$ cat src/rtl/rca_nibble_sequencer_if.sv
// Handshake and data bundle for rca_nibble_sequencer.
// The master issues requests and the sequencer (slave) returns registered results.
interface rca_nibble_sequencer_if #(
  parameter int NIBBLES = 4
);
  localparam int W = 4 * NIBBLES;

  logic         start;
  logic         sub;
  logic         cin;
  logic [W-1:0] a;
  logic [W-1:0] b;
  logic         busy;
  logic         done;
  logic [W-1:0] s;
  logic         cout;
  logic         overflow;

  modport master (
    output start, sub, cin, a, b,
    input  busy, done, s, cout, overflow
  );

  modport slave (
    input  start, sub, cin, a, b,
    output busy, done, s, cout, overflow
  );
endinterface

$ cat src/rtl/rca_nibble_sequencer.sv
// Wide add/subtract built by time-sharing one 4-bit ripple-carry adder,
// one nibble per clock, LSB first, with the carry held between nibbles.
module rca_dataflow (
  input  logic [3:0] a_i,
  input  logic [3:0] b_i,
  input  logic       cin_i,
  output logic [3:0] s_o,
  output logic       cout_o
);
  logic [4:0] c;

  assign c[0] = cin_i;

  for (genvar gi = 0; gi < 4; gi++) begin : g_fa
    assign s_o[gi]   = a_i[gi] ^ b_i[gi] ^ c[gi];
    assign c[gi+1]   = (a_i[gi] & b_i[gi]) | (c[gi] & (a_i[gi] ^ b_i[gi]));
  end

  assign cout_o = c[4];
endmodule

module rca_nibble_sequencer #(
  parameter int NIBBLES = 4
) (
  input  logic                  clk,
  input  logic                  reset,
  rca_nibble_sequencer_if.slave bus
);
  localparam int IDX_W = $clog2(NIBBLES);

  typedef enum logic [1:0] {S_IDLE, S_RUN, S_DONE} state_t;

  state_t                      state_q;
  logic [IDX_W-1:0]            idx_q;
  logic                        carry_q;
  logic [NIBBLES-1:0][3:0]     a_q;
  logic [NIBBLES-1:0][3:0]     bp_q;
  logic [NIBBLES-1:0][3:0]     s_q;
  logic                        cout_q;
  logic                        ovf_q;
  logic                        busy_q;
  logic                        done_q;

  logic [3:0]                  rca_sum;
  logic                        rca_co;
  logic                        last_nib;

  rca_dataflow u_rca (
    .a_i    (a_q[idx_q]),
    .b_i    (bp_q[idx_q]),
    .cin_i  (carry_q),
    .s_o    (rca_sum),
    .cout_o (rca_co)
  );

  assign last_nib = (idx_q == IDX_W'(NIBBLES - 1));

  // The DONE cycle's exit edge doubles as the first IDLE edge, so a start
  // presented while done is high is taken: one op every NIBBLES+1 cycles.
  always_ff @(posedge clk) begin
    if (reset) begin
      state_q <= S_IDLE;
      idx_q   <= '0;
      carry_q <= 1'b0;
      a_q     <= '0;
      bp_q    <= '0;
      cout_q  <= 1'b0;
      ovf_q   <= 1'b0;
      busy_q  <= 1'b0;
      done_q  <= 1'b0;
    end else begin
      done_q <= 1'b0;
      case (state_q)
        S_IDLE, S_DONE: begin
          if (bus.start) begin
            a_q     <= bus.a;
            bp_q    <= bus.sub ? ~bus.b : bus.b;
            carry_q <= bus.sub ? 1'b1 : bus.cin;
            idx_q   <= '0;
            busy_q  <= 1'b1;
            state_q <= S_RUN;
          end else begin
            state_q <= S_IDLE;
          end
        end
        S_RUN: begin
          carry_q <= rca_co;
          idx_q   <= idx_q + 1'b1;
          if (last_nib) begin
            idx_q   <= '0;
            cout_q  <= rca_co;
            ovf_q   <= (a_q[NIBBLES-1][3] == bp_q[NIBBLES-1][3]) &&
                       (rca_sum[3] != a_q[NIBBLES-1][3]);
            busy_q  <= 1'b0;
            done_q  <= 1'b1;
            state_q <= S_DONE;
          end
        end
        default: state_q <= S_IDLE;
      endcase
    end
  end

  // Each result nibble only changes on the edge its slice passes the adder.
  for (genvar gi = 0; gi < NIBBLES; gi++) begin : g_snib
    always_ff @(posedge clk) begin
      if (reset) begin
        s_q[gi] <= 4'h0;
      end else if (state_q == S_RUN && idx_q == IDX_W'(gi)) begin
        s_q[gi] <= rca_sum;
      end
    end
  end

  assign bus.busy     = busy_q;
  assign bus.done     = done_q;
  assign bus.s        = s_q;
  assign bus.cout     = cout_q;
  assign bus.overflow = ovf_q;
endmodule

$ cat src/flat_wrapper.sv
// flat-port wrapper written by rule: the top's interface ports become plain ports
module rca_nibble_sequencer_flat 
#(
  parameter int NIBBLES = 4
)
  (clk, reset, bus_start, bus_sub, bus_cin, bus_a, bus_b, bus_busy, bus_done, bus_s, bus_cout, bus_overflow);
  rca_nibble_sequencer_if #(.NIBBLES(NIBBLES)) bus_i ();
  input  logic clk;
  input  logic reset;
  input wire logic [$bits(bus_i.start)-1:0] bus_start;
  input wire logic [$bits(bus_i.sub)-1:0] bus_sub;
  input wire logic [$bits(bus_i.cin)-1:0] bus_cin;
  input wire logic [$bits(bus_i.a)-1:0] bus_a;
  input wire logic [$bits(bus_i.b)-1:0] bus_b;
  output wire logic [$bits(bus_i.busy)-1:0] bus_busy;
  output wire logic [$bits(bus_i.done)-1:0] bus_done;
  output wire logic [$bits(bus_i.s)-1:0] bus_s;
  output wire logic [$bits(bus_i.cout)-1:0] bus_cout;
  output wire logic [$bits(bus_i.overflow)-1:0] bus_overflow;
  assign bus_i.start = bus_start;
  assign bus_i.sub = bus_sub;
  assign bus_i.cin = bus_cin;
  assign bus_i.a = bus_a;
  assign bus_i.b = bus_b;
  assign bus_busy = bus_i.busy;
  assign bus_done = bus_i.done;
  assign bus_s = bus_i.s;
  assign bus_cout = bus_i.cout;
  assign bus_overflow = bus_i.overflow;
  rca_nibble_sequencer #(.NIBBLES(NIBBLES)) u_core (.clk(clk), .reset(reset), .bus(bus_i));
endmodule
$ cat config.mk
export PLATFORM = sky130hd
export DESIGN_NAME = rca_nibble_sequencer_flat
export DESIGN_NICKNAME = d
export VERILOG_FILES = /design/src/rtl/rca_nibble_sequencer_if.sv /design/src/rtl/rca_nibble_sequencer.sv /design/src/flat_wrapper.sv
export SDC_FILE = /design/constraint.sdc
export NUM_CORES = 1
export LEC_CHECK = 0
export CAP_MARGIN = 20
export CORE_MARGIN = 2
export CORE_UTILIZATION = 25
export CTS_CLUSTER_SIZE = 20
export DETAILED_ROUTE_END_ITERATION = 6
export GPL_TIMING_DRIVEN = 0
export PLACE_DENSITY_LB_ADDON = 0.08
export SYNTH_ARGS = -nofsm -noshare
export SYNTH_HDL_FRONTEND = slang
export SYNTH_HIERARCHICAL = 1
export SYNTH_SLANG_ARGS = --single-unit
$ cat constraint.sdc
create_clock -name clk -period 3.5 [get_ports clk]
set_input_delay 0.525 -clock clk [delete_from_list [all_inputs] [get_ports clk]]
set_output_delay 0.525 -clock clk [all_outputs]
set_load 0.01 [all_outputs]
## Yosys cells after proc, flatten, opt, wreduce, memory -nomap -nowiden

Cells that the tools add are included.

| storage, ports and cells | value |
|---|---|
| logic and storage cells | 84 |
| register bits after elaboration | 57 |

| operators by class | value |
|---|---|
| equality and inequality tests | 9 |
| $add $sub $neg | 1 |
| magnitude comparators | 1 |
| multiplexer cells | 18 |
| reductions and logical operators | 14 |
| bitwise gates (word level) | 22 |

Operator list:

| operator | count |
|---|---|
| $bmux W4 S2 | 2 |
| $mux W16 | 1 |
| $not A16 Y16 | 1 |
| $and A1 B1 Y1 | 8 |
| $mux W4 | 2 |
| $pmux W2 S2 | 2 |
| $xor A1 B1 Y1 | 8 |
| $eq A2 B2 Y1 const B | 3 |
| $mux W1 | 6 |
| $mux W2 | 3 |
| $reduce_and A2 Y1 | 3 |
| $logic_and A1 B1 Y1 | 5 |
| $eq A2 B1 Y1 const B | 2 |
| $logic_not A2 Y1 | 2 |
| $or A1 B1 Y1 | 4 |
| $pmux W1 S2 | 2 |
| $reduce_or A2 Y1 | 2 |
| $lt A2 B3 Y1 const B | 1 |
| $reduce_and A3 Y1 | 1 |
| $add A2 B1 Y2 const B | 1 |
| $ne A2 B1 Y1 const B | 1 |
| $ne A2 B2 Y1 const B | 1 |
| $reduce_bool A2 Y1 | 1 |
| $eq A1 B1 Y1 | 1 |
| 2 further kinds | 2 |

## Longest topological paths before layout

Gate-level depths: netlist of run 1.

| depth | value |
|---|---|
| depth after elaboration | 12 |
| depth in mapped cells | 12 |
| gate-level depth less buffers | 11 |

## By module

Netlist of run 1, hierarchy kept.

Modules (own cells, without submodules):

| module | seq. area each (um2) | cells an instance | area an instance (um2) | times used |
|---|---|---|---|---|
| rca_nibble_sequencer | 1141.1 | 265 | 2560.0 | 1 |
| rca_dataflow | 0.0 | 14 | 117.6 | 1 |

## Worst setup path before layout of run 1

OpenSTA, ideal clock, no wires.

| timing path | value |
|---|---|
| kind | register to register |
| from | reg u_core.idx_q[0] |
| to | reg u_core.ovf_q (netlist: u_core/bus.overflow) |
| data arrival time | 2.968 ns |
| required time | 3.413 ns |
| buffers on the path | 1 |
| period minus slack after synthesis | 3.055 ns |
| cell stages (with the launch flop) | 13 |
| setup slack | 0.445 ns |
| library setup time | 0.087 ns |
| cell sequence | dfxtp_1 > buf_4 > mux4_2 > fa_1 > inv_1 > fa_1 > inv_1 > fa_1 > inv_1 > fa_1 > inv_1 > a21oi_1 > a211oi_1 |

| between the ends | value |
|---|---|
| cells in the longest elaborated chain, start to end | 12 |

RTL lines:

| what | RTL line | text |
|---|---|---|
| start: declaration | rca_nibble_sequencer.sv:34 | `logic [IDX_W-1:0] idx_q;` |
| start signal: assignment | rca_nibble_sequencer.sv:88 | `idx_q <= idx_q + 1'b1;` |
| $bmux W4 S2 (on tied branches) | rca_nibble_sequencer.sv:49, rca_nibble_sequencer.sv:50 |  |
| $mux W4 (on tied branches) | rca_nibble_sequencer.sv:49, rca_nibble_sequencer.sv:50 |  |
| $xor A1 B1 Y1 | rca_nibble_sequencer.sv:16 | `assign c[gi+1] = (a_i[gi] & b_i[gi]) \| (c[gi] & (a_i[gi] ^ b_i[gi]));` |
| $and A1 B1 Y1 | rca_nibble_sequencer.sv:16 |  |
| $or A1 B1 Y1 | rca_nibble_sequencer.sv:16 |  |
| $and A1 B1 Y1 | rca_nibble_sequencer.sv:16 |  |
| $or A1 B1 Y1 | rca_nibble_sequencer.sv:16 |  |
| $and A1 B1 Y1 | rca_nibble_sequencer.sv:16 |  |
| $or A1 B1 Y1 | rca_nibble_sequencer.sv:16 |  |
| $xor A1 B1 Y1 (*) | rca_nibble_sequencer.sv:15 | `assign s_o[gi] = a_i[gi] ^ b_i[gi] ^ c[gi];` |
| named net u_core.rca_sum[3] | rca_nibble_sequencer.sv:44 | `logic [3:0] rca_sum;` |
| $ne A1 B1 Y1 (*) | rca_nibble_sequencer.sv:93 | `(rca_sum[3] != a_q[NIBBLES-1][3]);` |
| $logic_and A1 B1 Y1 (*) | rca_nibble_sequencer.sv:92 | `ovf_q <= (a_q[NIBBLES-1][3] == bp_q[NIBBLES-1][3]) &&` |
| end signal: assignment | rca_nibble_sequencer.sv:92 |  |
| end: declaration | rca_nibble_sequencer.sv:40 | `logic ovf_q;` |

The timed path passes the listed nets; every way through them passes the cells marked *. The select of a mux whose other input is x is not followed.
A chain may end at the register's enable or synchronous reset.

## Worst setup path after layout of run 1

Ends and elaborated chain as after synthesis.

==> impl_results.md, run 1 <==
- Die ar.: 11600 µm²
- P_int: between 1 and 1.5 mW
- Status: finished, final reports clean
- First-pass iteration count of the detailed router: 4
- Largest net degree at the start of global routing: 11
- CP Class: reg2reg
- Endpoints failing hold: 0
- Sequential fraction of the synthesis area: 0.426
- Switching part of the total: 0.258
- Crit share post-route: 0.923
- Post CTS Setup Buffer Count: 0
- Via count: 2084
- Gr usage total: 0.129
- P&R area growth vs syn: 34.5%
- Nets: roughly 390
- Ys Warns: 6
- EDFF count, synth: 0
- Critical path endpoint category: flip-flop
- Slew @ Worst Pin: 0.725 ns
- Overflow after GRT: 0
- First-pass GRT wire length: 11200 µm
- Yosys cell types: 28
- Pwr Total: 1.64 mW
- Core area: 10400 µm²
- Req. time, crit path: approximately 3.7 ns
- Vias per cell: 4.30
- Number of routed nets with antenna violations: 0
- Most frequent cells in the layout: dfxtp_1 (56), clkdlybuf4s50_1 (54), nand2_1 (47), a21oi_1 (32), nor2_1 (26)
- Latest clock arrival within the worst-skew pair: 0.33 ns
- IO Pins: 57
- Layout cells sized above 1: 0.175
- WHS: 0.450 ns
- Post-Syn Nets: 324
- Clk buf depth: 2
- Routed WL per cell: 13.9 µm
- Clock Skew: 0.00661 ns
- CP Max Fanout: 10
- Final Setup Violations: 0
- Clock Power Share: 0.390
- Chip height: 107 µm
- Logic pwr share: 0.178
- CTS tree: built
- RSZ-0062 raised after global routing: no
- Layout Cells excl Fill: around 490
- Initial Util: 0.258
- Drt initial violations: 66
- P_leak: 1.31 nW
- Hold buffers post-CTS: 0
- Net Switching: 0.423 mW
- Clock Tree Root: clkbuf_8
- Share of power burned in registers: 0.432
- #FFs+latches synth: 57
- Initial antenna violation count: 0
- Avg Cell Area, Syn: 9.60 µm²
- Post-DP HPWL: 4860 µm
- Design Area, Final: 3600 µm²
- Placer congestion estimate: roughly 0.73
- Row cnt: 37
- H-tree levels: 3
- Final TNS setup: 0 ns
- Port Buf Inserts: 54
- Fin worst setup slack: 0.269 ns
- Commonest non-fill, non-tap cell in the layout: dfxtp_1
- Die Span X: approximately 110 µm
- N_diodes: 0
- Ys async rst share: 0
- Worst slew margin: 0.517
- Core Util, Final: 0.347
- Max cap viols: 0
- Dpl cell area: 3390 µm²
- # fillers: 1108
- Max VDD drop: ~0.00015 V
- Worst slack, placed: -0.000344 ns
- Max Slew Vio Count: 0
- Post-Route WL: 6730 µm
- Synthesized area: about 2700 µm²
- Worst hold path type: reg2reg
- Crit path DAT: 3.48 ns
- Synthesized instance count: 279
- Worst Setup Start Kind: flip-flop
- Main synth FF type: dfxtp_1
- Clock slew at reported path FFs: 0.07 ns
- DP Cell Count: 469
- Power Dens Cells: 455 nW/µm²
- F_max: 309 MHz
- Num CTS Buffers: 9
- Vias in the first global route: 2145
- DRC Markers: 0
- Shortest period the worst path allows: 3.23 ns
- Clk sinks: 57
-- worst paths after layout --
check,to,slack (ns),cells after the start,startpoint
min,u_core/a_q[11],0.45,2,u_core/a_q[11]
max reg2reg,u_core/bus.overflow,0.27,12,u_core/idx_q[0]
min reg2reg,u_core/a_q[11],0.45,2,u_core/a_q[11]
max,u_core/bus.overflow,0.27,12,u_core/idx_q[0]
-- power groups by stage --
stage	Clock (mW)	Sequential (mW)	Combinational (mW)
floorplan	0	0.718	0.186
global placement	0	0.722	0.297
detailed placement	0	0.722	0.298
CTS	0.661	0.708	0.300
global route	0.701	0.713	0.322
finish	0.640	0.708	0.292
-- critical path, stage by stage, from the launching register on --
cell,delay (ns)
dfxtp_2,0.40
buf_6,0.20
mux4_2,0.55
fa_1,0.43
inv_1,0.08
fa_1,0.15
inv_1,0.05
fa_1,0.36
inv_1,0.08
fa_1,0.41
inv_2,0.15
a21oi_1,0.08
a211oi_1,0.21
-- logic make-up after synthesis --
group / synth area share
AO/OA/AOI/OAI: 0.149
XOR/XNOR: 0.0523
adder cells (fa/ha/maj): 0.0486
buffers and inverters: 0.0804
flip-flops: 0.426
multiplexers: 0.0822
AND/OR/NAND/NOR: 0.162
-- synth_stat cells, types with 2 or more instances --
library cell	number	share of area
dfxtp_1	57	0.43
xnor2_1	16	0.052
clkbuf_1	2	0.0028
mux4_2	8	0.067
nand2b_1	2	0.0047
buf_6	7	0.029
fa_1	4	0.030
a211oi_2	16	0.075
nand3_1	15	0.028
nor2_1	26	0.036
buf_2	7	0.013
a21oi_1	32	0.060
nand3b_1	4	0.011
inv_1	12	0.017
a31oi_1	2	0.0047
nand2_1	47	0.066
ha_1	4	0.019
buf_4	4	0.011
mux2i_1	4	0.015
o21ai_0	2	0.0037
-- metal layers --
layer	up-vias	global-route usage	share of wire
li1	1065	-	-
met1	960	0.173	0.49
met2	49	0.193	0.44
met3	10	0.0363	0.052
met4	0	0.0568	0.017
met5	-	0	0
-- flip-flops by register name, summed over array words and instances, names as in the netlist --
signal / count
u_core/state_q: 2
u_core/carry_q: 1
u_core/bus.busy: 1
u_core/idx_q: 2
u_core/bus.s: 16
u_core/a_q: 16
u_core/bus.overflow: 1
u_core/bp_q: 16
u_core/bus.cout: 1
u_core/bus.done: 1
-- area by class of cell --
type                            count  area, µm²  area share
Clock inverter                      2       35.0     0.00973
Buffer                             22        174      0.0483
Clock buffer                       14        173      0.0480
Tap cell                          136        170      0.0473
Timing Repair Buffer               54        541       0.150
Inverter                           12       45.0      0.0125
Multi-Input combinational cell    188       1320       0.367
Sequential cell                    57       1140       0.317
-- what timing repair did --
action | in CTS | in global routing
hold endpoints to repair | 0 | 0
gates cloned | 0 | 0
resized for setup | 1 | 2
setup endpoints to repair | 1 | 1
Note: power is estimated with default switching activity, not from simulation.
==> inputs of run 2 (changes only) <==
--- a/config.mk
+++ b/config.mk
@@ -8,10 +8,11 @@
 export CAP_MARGIN = 20
 export CORE_MARGIN = 2
 export CORE_UTILIZATION = 25
-export CTS_CLUSTER_SIZE = 20
+export CTS_CLUSTER_SIZE = 25
 export DETAILED_ROUTE_END_ITERATION = 6
 export GPL_TIMING_DRIVEN = 0
 export PLACE_DENSITY_LB_ADDON = 0.08
+export RECOVER_POWER = 50
 export SYNTH_ARGS = -nofsm -noshare
 export SYNTH_HDL_FRONTEND = slang
 export SYNTH_HIERARCHICAL = 1
==> impl_results.md, run 2 (synthesis results as in run 1) <==
- Row cnt: 37
- N_diodes: 0
- CP Class: reg2reg
- Endpoints failing hold: 0
- Worst slew margin: 0.624
- Req. time, crit path: 3.74 ns
- Power Dens Cells: ~460 nW/µm²
- Most used cell, CP: fa_1
- Max VDD drop: 0.000145 V
- Clk sinks: between 50 and 60
- Slowest cell on crit path: mux4_2
- Slew @ Worst Pin: 0.563 ns
- Number of routed nets with antenna violations: 0
- Post-Route WL: 6770 µm
- Largest net degree at the start of global routing: 11
- Crit path DAT: 3.49 ns
- H-tree levels: 3
- Final Setup Violations: 0
- DRC Markers: 0
- Via count: 2082
- First-pass GRT wire length: 11200 µm
- Critical path endpoint category: flip-flop
- Vias per cell: 4.29
- Commonest non-fill, non-tap cell in the layout: dfxtp_1
- Fin worst setup slack: 0.259 ns
- Post-Route M1 WL: 3380 µm
- DP Cell Count: 469
- Core area: 10400 µm²
- Initial Util: 0.258
- Drt initial violations: 56
- First-pass iteration count of the detailed router: 4
- Num CTS Buffers: 9
- Die Span X: 107 µm
- Max cap viols: 0
- Layout cells sized above 1: 0.120
- Die ar.: 11600 µm²
- Max layer used: met4
- Worst Setup Start Kind: flip-flop
- P_leak: 1.27 nW
- Post CTS Setup Buffer Count: 0
- Overflow after GRT: 0
- Most frequent cells in the layout: dfxtp_1 (56), clkdlybuf4s50_1 (53), nand2_1 (47), a21oi_1 (32), nor2_1 (26)
- Routed met2 length: between 2000 and 3000 µm
- Shortest period the worst path allows: 3.24 ns
- P&R area growth vs syn: 31.1%
- Clock Tree Root: clkbuf_8
- Crit share post-route: 0.926
- Status: finished, final reports clean
- F_max: 309 MHz
- Port Buf Inserts: 54
- Clock slew at reported path FFs: 0.06 ns
- Worst hold path type: reg2reg
- Gr usage total: 0.129
- CTS tree: built
- RSZ-0062 raised after global routing: no
- Max Slew Vio Count: 0
- Clk buf depth: 2
- # fillers: 1115
- Core Util, Final: 0.338
- Pwr Total: roughly 1.6 mW
- WL met3: approximately 290 µm
- Dpl cell area: 3390 µm²
- Vias in the first global route: 2145
- Worst path max stage delay: 0.55 ns
- Design Area, Final: 3510 µm²
- Layout Cells excl Fill: 485
- Chip height: 107 µm
- CP Max Fanout: 10
- IO Pins: between 50 and 60
- Latest clock arrival within the worst-skew pair: 0.32 ns
- Placer congestion estimate: roughly 0.73
- Nets: a little under 400
- Post-DP HPWL: 4860 µm
- Worst slack, placed: -0.000344 ns
- Routed WL per cell: 13.9 µm
- Crit-path cells: buf_6, mux4_2, fa_1, inv_1, fa_1, inv_1, fa_1, inv_1, fa_1, inv_2, a21oi_1, a211oi_1
- Clock Skew: 0.00484 ns
- Initial antenna violation count: 0
-- run 2: per-layer routing --
layer | vias up | global-route usage
met4 | 0 | 0.0568
met1 | 955 | 0.173
met2 | 46 | 0.193
met3 | 11 | 0.0363
li1 | 1070 | -
met5 | - | 0
-- run 2: path summary, 6_finish.rpt --
path	startpoint	end	slack, ns	depth (start not counted)
max	u_core/idx_q[0]	u_core/bus.overflow	0.26	12
min	u_core/a_q[11]	u_core/a_q[11]	0.45	2
max reg2reg	u_core/idx_q[0]	u_core/bus.overflow	0.26	12
min reg2reg	u_core/a_q[11]	u_core/a_q[11]	0.45	2
-- run 2: layout make-up --
type / count / area (µm²) / area share
Buffer: 22 / 149 / 0.0424
Clock buffer: 14 / 173 / 0.0492
Clock inverter: 2 / 35.0 / 0.00998
Inverter: 12 / 45.0 / 0.0128
Multi-Input combinational cell: 188 / 1250 / 0.358
Sequential cell: 57 / 1140 / 0.325
Tap cell: 136 / 170 / 0.0485
Timing Repair Buffer: 54 / 541 / 0.154
-- run 2: where the power goes --
part	leakage, nW	internal, mW	switching (mW)	total, mW
clock	0.107	0.387	0.251	0.638
sequential	0.467	0.687	0.0212	0.708
combinational	0.692	0.133	0.142	0.275
-- run 2: what timing repair did --
| item | CTS | global route |
|---|---|---|
| gates cloned | 0 | 0 |
| resized for setup | 1 | 2 |
| hold buffers | 0 | 0 |
| endpoints found under the setup margin | 1 | 1 |
-- run 2: per-stage QoR --
stage | hold slack [ns] | setup TNS [ns]
6_report | 0.450 | 0
5_1_grt | 0.476 | 0
4_1_cts | 0.454 | 0
3_5_place_dp | 0.445 | -0.000344
3_3_place_gp | 0.441 | 0
2_1_floorplan | 0.433 | 0
-- run 2: critical path, delay by kind of cell, from the launching register on --
family / cells / cell delay, ns
AO/OA/AOI/OAI: 2 / 0.30
adder cells (fa/ha/maj): 4 / 1.35
buffers and inverters: 5 / 0.56
flip-flops: 1 / 0.40
multiplexers: 1 / 0.55
==> inputs of run 3 (changes only) <==
--- a/config.mk
+++ b/config.mk
@@ -13,6 +13,7 @@
 export GPL_TIMING_DRIVEN = 0
 export PLACE_DENSITY_LB_ADDON = 0.08
 export RECOVER_POWER = 50
+export SKIP_CTS_REPAIR_TIMING = 1
 export SYNTH_ARGS = -nofsm -noshare
 export SYNTH_HDL_FRONTEND = slang
 export SYNTH_HIERARCHICAL = 1
==> impl_results.md, run 3 (synthesis results as in run 1) <==
- Design Area, Final: 3510 µm²
- First-pass iteration count of the detailed router: 4
- Port Buf Inserts: between 50 and 60
- Die Span X: 107 µm
- Clk sinks: 57
- Status: finished, final reports clean
- Reg2Reg Setup Slack: 0.19 ns
- Worst hold endpoint: u_core/a_q[11]
- Drt initial violations: 57
- Core Util, Final: 0.339
- Row cnt: 37
- Post-Route WL: 6770 µm
- Switching part of the total: 0.257
- Clock Skew: 0.00747 ns
- DRC Markers: 0
- CP Max Fanout: 10
- Commonest non-fill, non-tap cell in the layout: dfxtp_1
- Post-DP HPWL: 4860 µm
- Final Setup Violations: 0
- Hold-critical path depth: 2
- Chip height: between 100 and 150 µm
- Net Switching: 0.417 mW
- Core area: 10400 µm²
- Worst Setup Start Kind: flip-flop
- DP Cell Count: 469
- F_max: 302 MHz
- WHS: 0.450 ns
- Max cap viols: 0
- Final TNS setup: 0 ns
- Max Slew Vio Count: 0
- Most frequent cells in the layout: dfxtp_1 (56), clkdlybuf4s50_1 (53), nand2_1 (47), a21oi_1 (32), nor2_1 (26)
- Vias in the first global route: 2145
- Vias per cell: ~4.3
- Hold path startpoint: u_core/a_q[11]
- Clock Power Share: 0.395
- Critical path endpoint category: flip-flop
- P&R area growth vs syn: 31.2%
- Dpl cell area: 3390 µm²
- Layout Cells excl Fill: 485
- Clk buf depth: 2
- RSZ-0062 raised after global routing: no
- First-pass GRT wire length: 11200 µm
- Worst slack, placed: -0.000344 ns
- CTS tree: built
- Crit-path cells: buf_6, mux4_2, fa_1, inv_1, fa_1, inv_1, fa_1, inv_1, fa_1, inv_1, a21oi_1, a211oi_1
- Initial antenna violation count: 0
- Crit share post-route: 0.946
- P_int: 1.21 mW
- Overflow after GRT: 0
- FF-to-FF Start: u_core/idx_q[0]
- Number of routed nets with antenna violations: 0
- H-tree levels: 3
- Nets: 389
- Largest net degree at the start of global routing: 11
- IO Pins: 57
- Worst path max stage delay: 0.55 ns
- Crit path DAT: roughly 3.6 ns
- Req. time, crit path: about 3.8 ns
- Initial Util: 0.258
- P_leak: 1.27 nW
- Logic pwr share: 0.169
- Slowest cell on crit path: mux4_2
- N_diodes: 0
- Clock Tree Root: clkbuf_8
- Slew @ Worst Pin: about 0.57 ns
- Via count: 2083
- RR Endpoint: u_core/bus.overflow
- Worst slew margin: 0.621
- Worst hold path type: reg2reg
- Power Dens Cells: 462 nW/µm²
- Latest clock arrival within the worst-skew pair: 0.33 ns
- Routed WL per cell: 14.0 µm
- Gr usage total: 0.129
- Multi-input logic area: around 1300 µm²
- Share of power burned in registers: 0.436
- Max VDD drop: 0.000145 V
- Shortest period the worst path allows: 3.31 ns
- Fin worst setup slack: 0.190 ns
- # fillers: between 1000 and 1500
- Die ar.: 11600 µm²
- Layout cells sized above 1: 0.120
- Endpoints failing hold: 0
- Num CTS Buffers: 9
- R2R cell count: 12
- Pwr Total: 1.62 mW
- Clock slew at reported path FFs: 0.06 ns
- FF+latch area: between 1000 and 1500 µm²
- CP Class: reg2reg
- Placer congestion estimate: around 0.73
run 3: cell count changes in the layout (fill, tap and decap cells not counted):
cell / previous run / this run
inv_1: 11 / 12
inv_2: 1 / 0
nand3b_2: 0 / 1
nand3b_1: 5 / 4
run 3: final cells by class:
| class | count | area share |
|---|---|---|
| multi-input combinational | 188 | 0.358 |
| sequential | 57 | 0.325 |
| timing repair buffer | 54 | 0.154 |
| clock buffer | 14 | 0.0491 |
| tap | 136 | 0.0484 |
| buffer | 22 | 0.0424 |
| inverter | 12 | 0.0128 |
| clock inverter | 2 | 0.00997 |
run 3: how the worst max path moves through the flow:
stage                          endpoint  slack [ns]  depth (start not counted)             from
floorplan           u_core/bus.overflow        0.44                         12  u_core/idx_q[0]
global placement    u_core/bus.overflow       0.004                         12  u_core/idx_q[0]
detailed placement  u_core/bus.overflow     -0.0003                         12  u_core/idx_q[0]
CTS                 u_core/bus.overflow       -0.02                         12  u_core/idx_q[0]
global route        u_core/bus.overflow       0.007                         12  u_core/idx_q[0]
finish              u_core/bus.overflow        0.19                         12  u_core/idx_q[0]
run 3: worst max-delay path, delay by kind of cell (launching register included):
family                   cells  cell delay [ns]
adder cells (fa/ha/maj)      4             1.33
buffers and inverters        5             0.63
multiplexers                 1             0.55
flip-flops                   1             0.40
AO/OA/AOI/OAI                2             0.31
run 3: per-layer routing:
| layer | up-vias | wire length (µm) | GRT usage |
|---|---|---|---|
| met1 | 958 | 3410 | 0.173 |
| met3 | 10 | 310 | 0.0363 |
| met5 | - | 0 | 0 |
| met4 | 0 | 113 | 0.0568 |
| li1 | 1068 | - | - |
| met2 | 47 | 2940 | 0.193 |
run 3: power groups by stage:
stage	clock, mW	combinational [mW]	sequential (mW)
3_5_place_dp	0	0.298	0.722
5_1_grt	0.701	0.304	0.713
2_1_floorplan	0	0.186	0.718
6_report	0.641	0.274	0.708
4_1_cts	0.661	0.298	0.708
3_3_place_gp	0	0.297	0.722
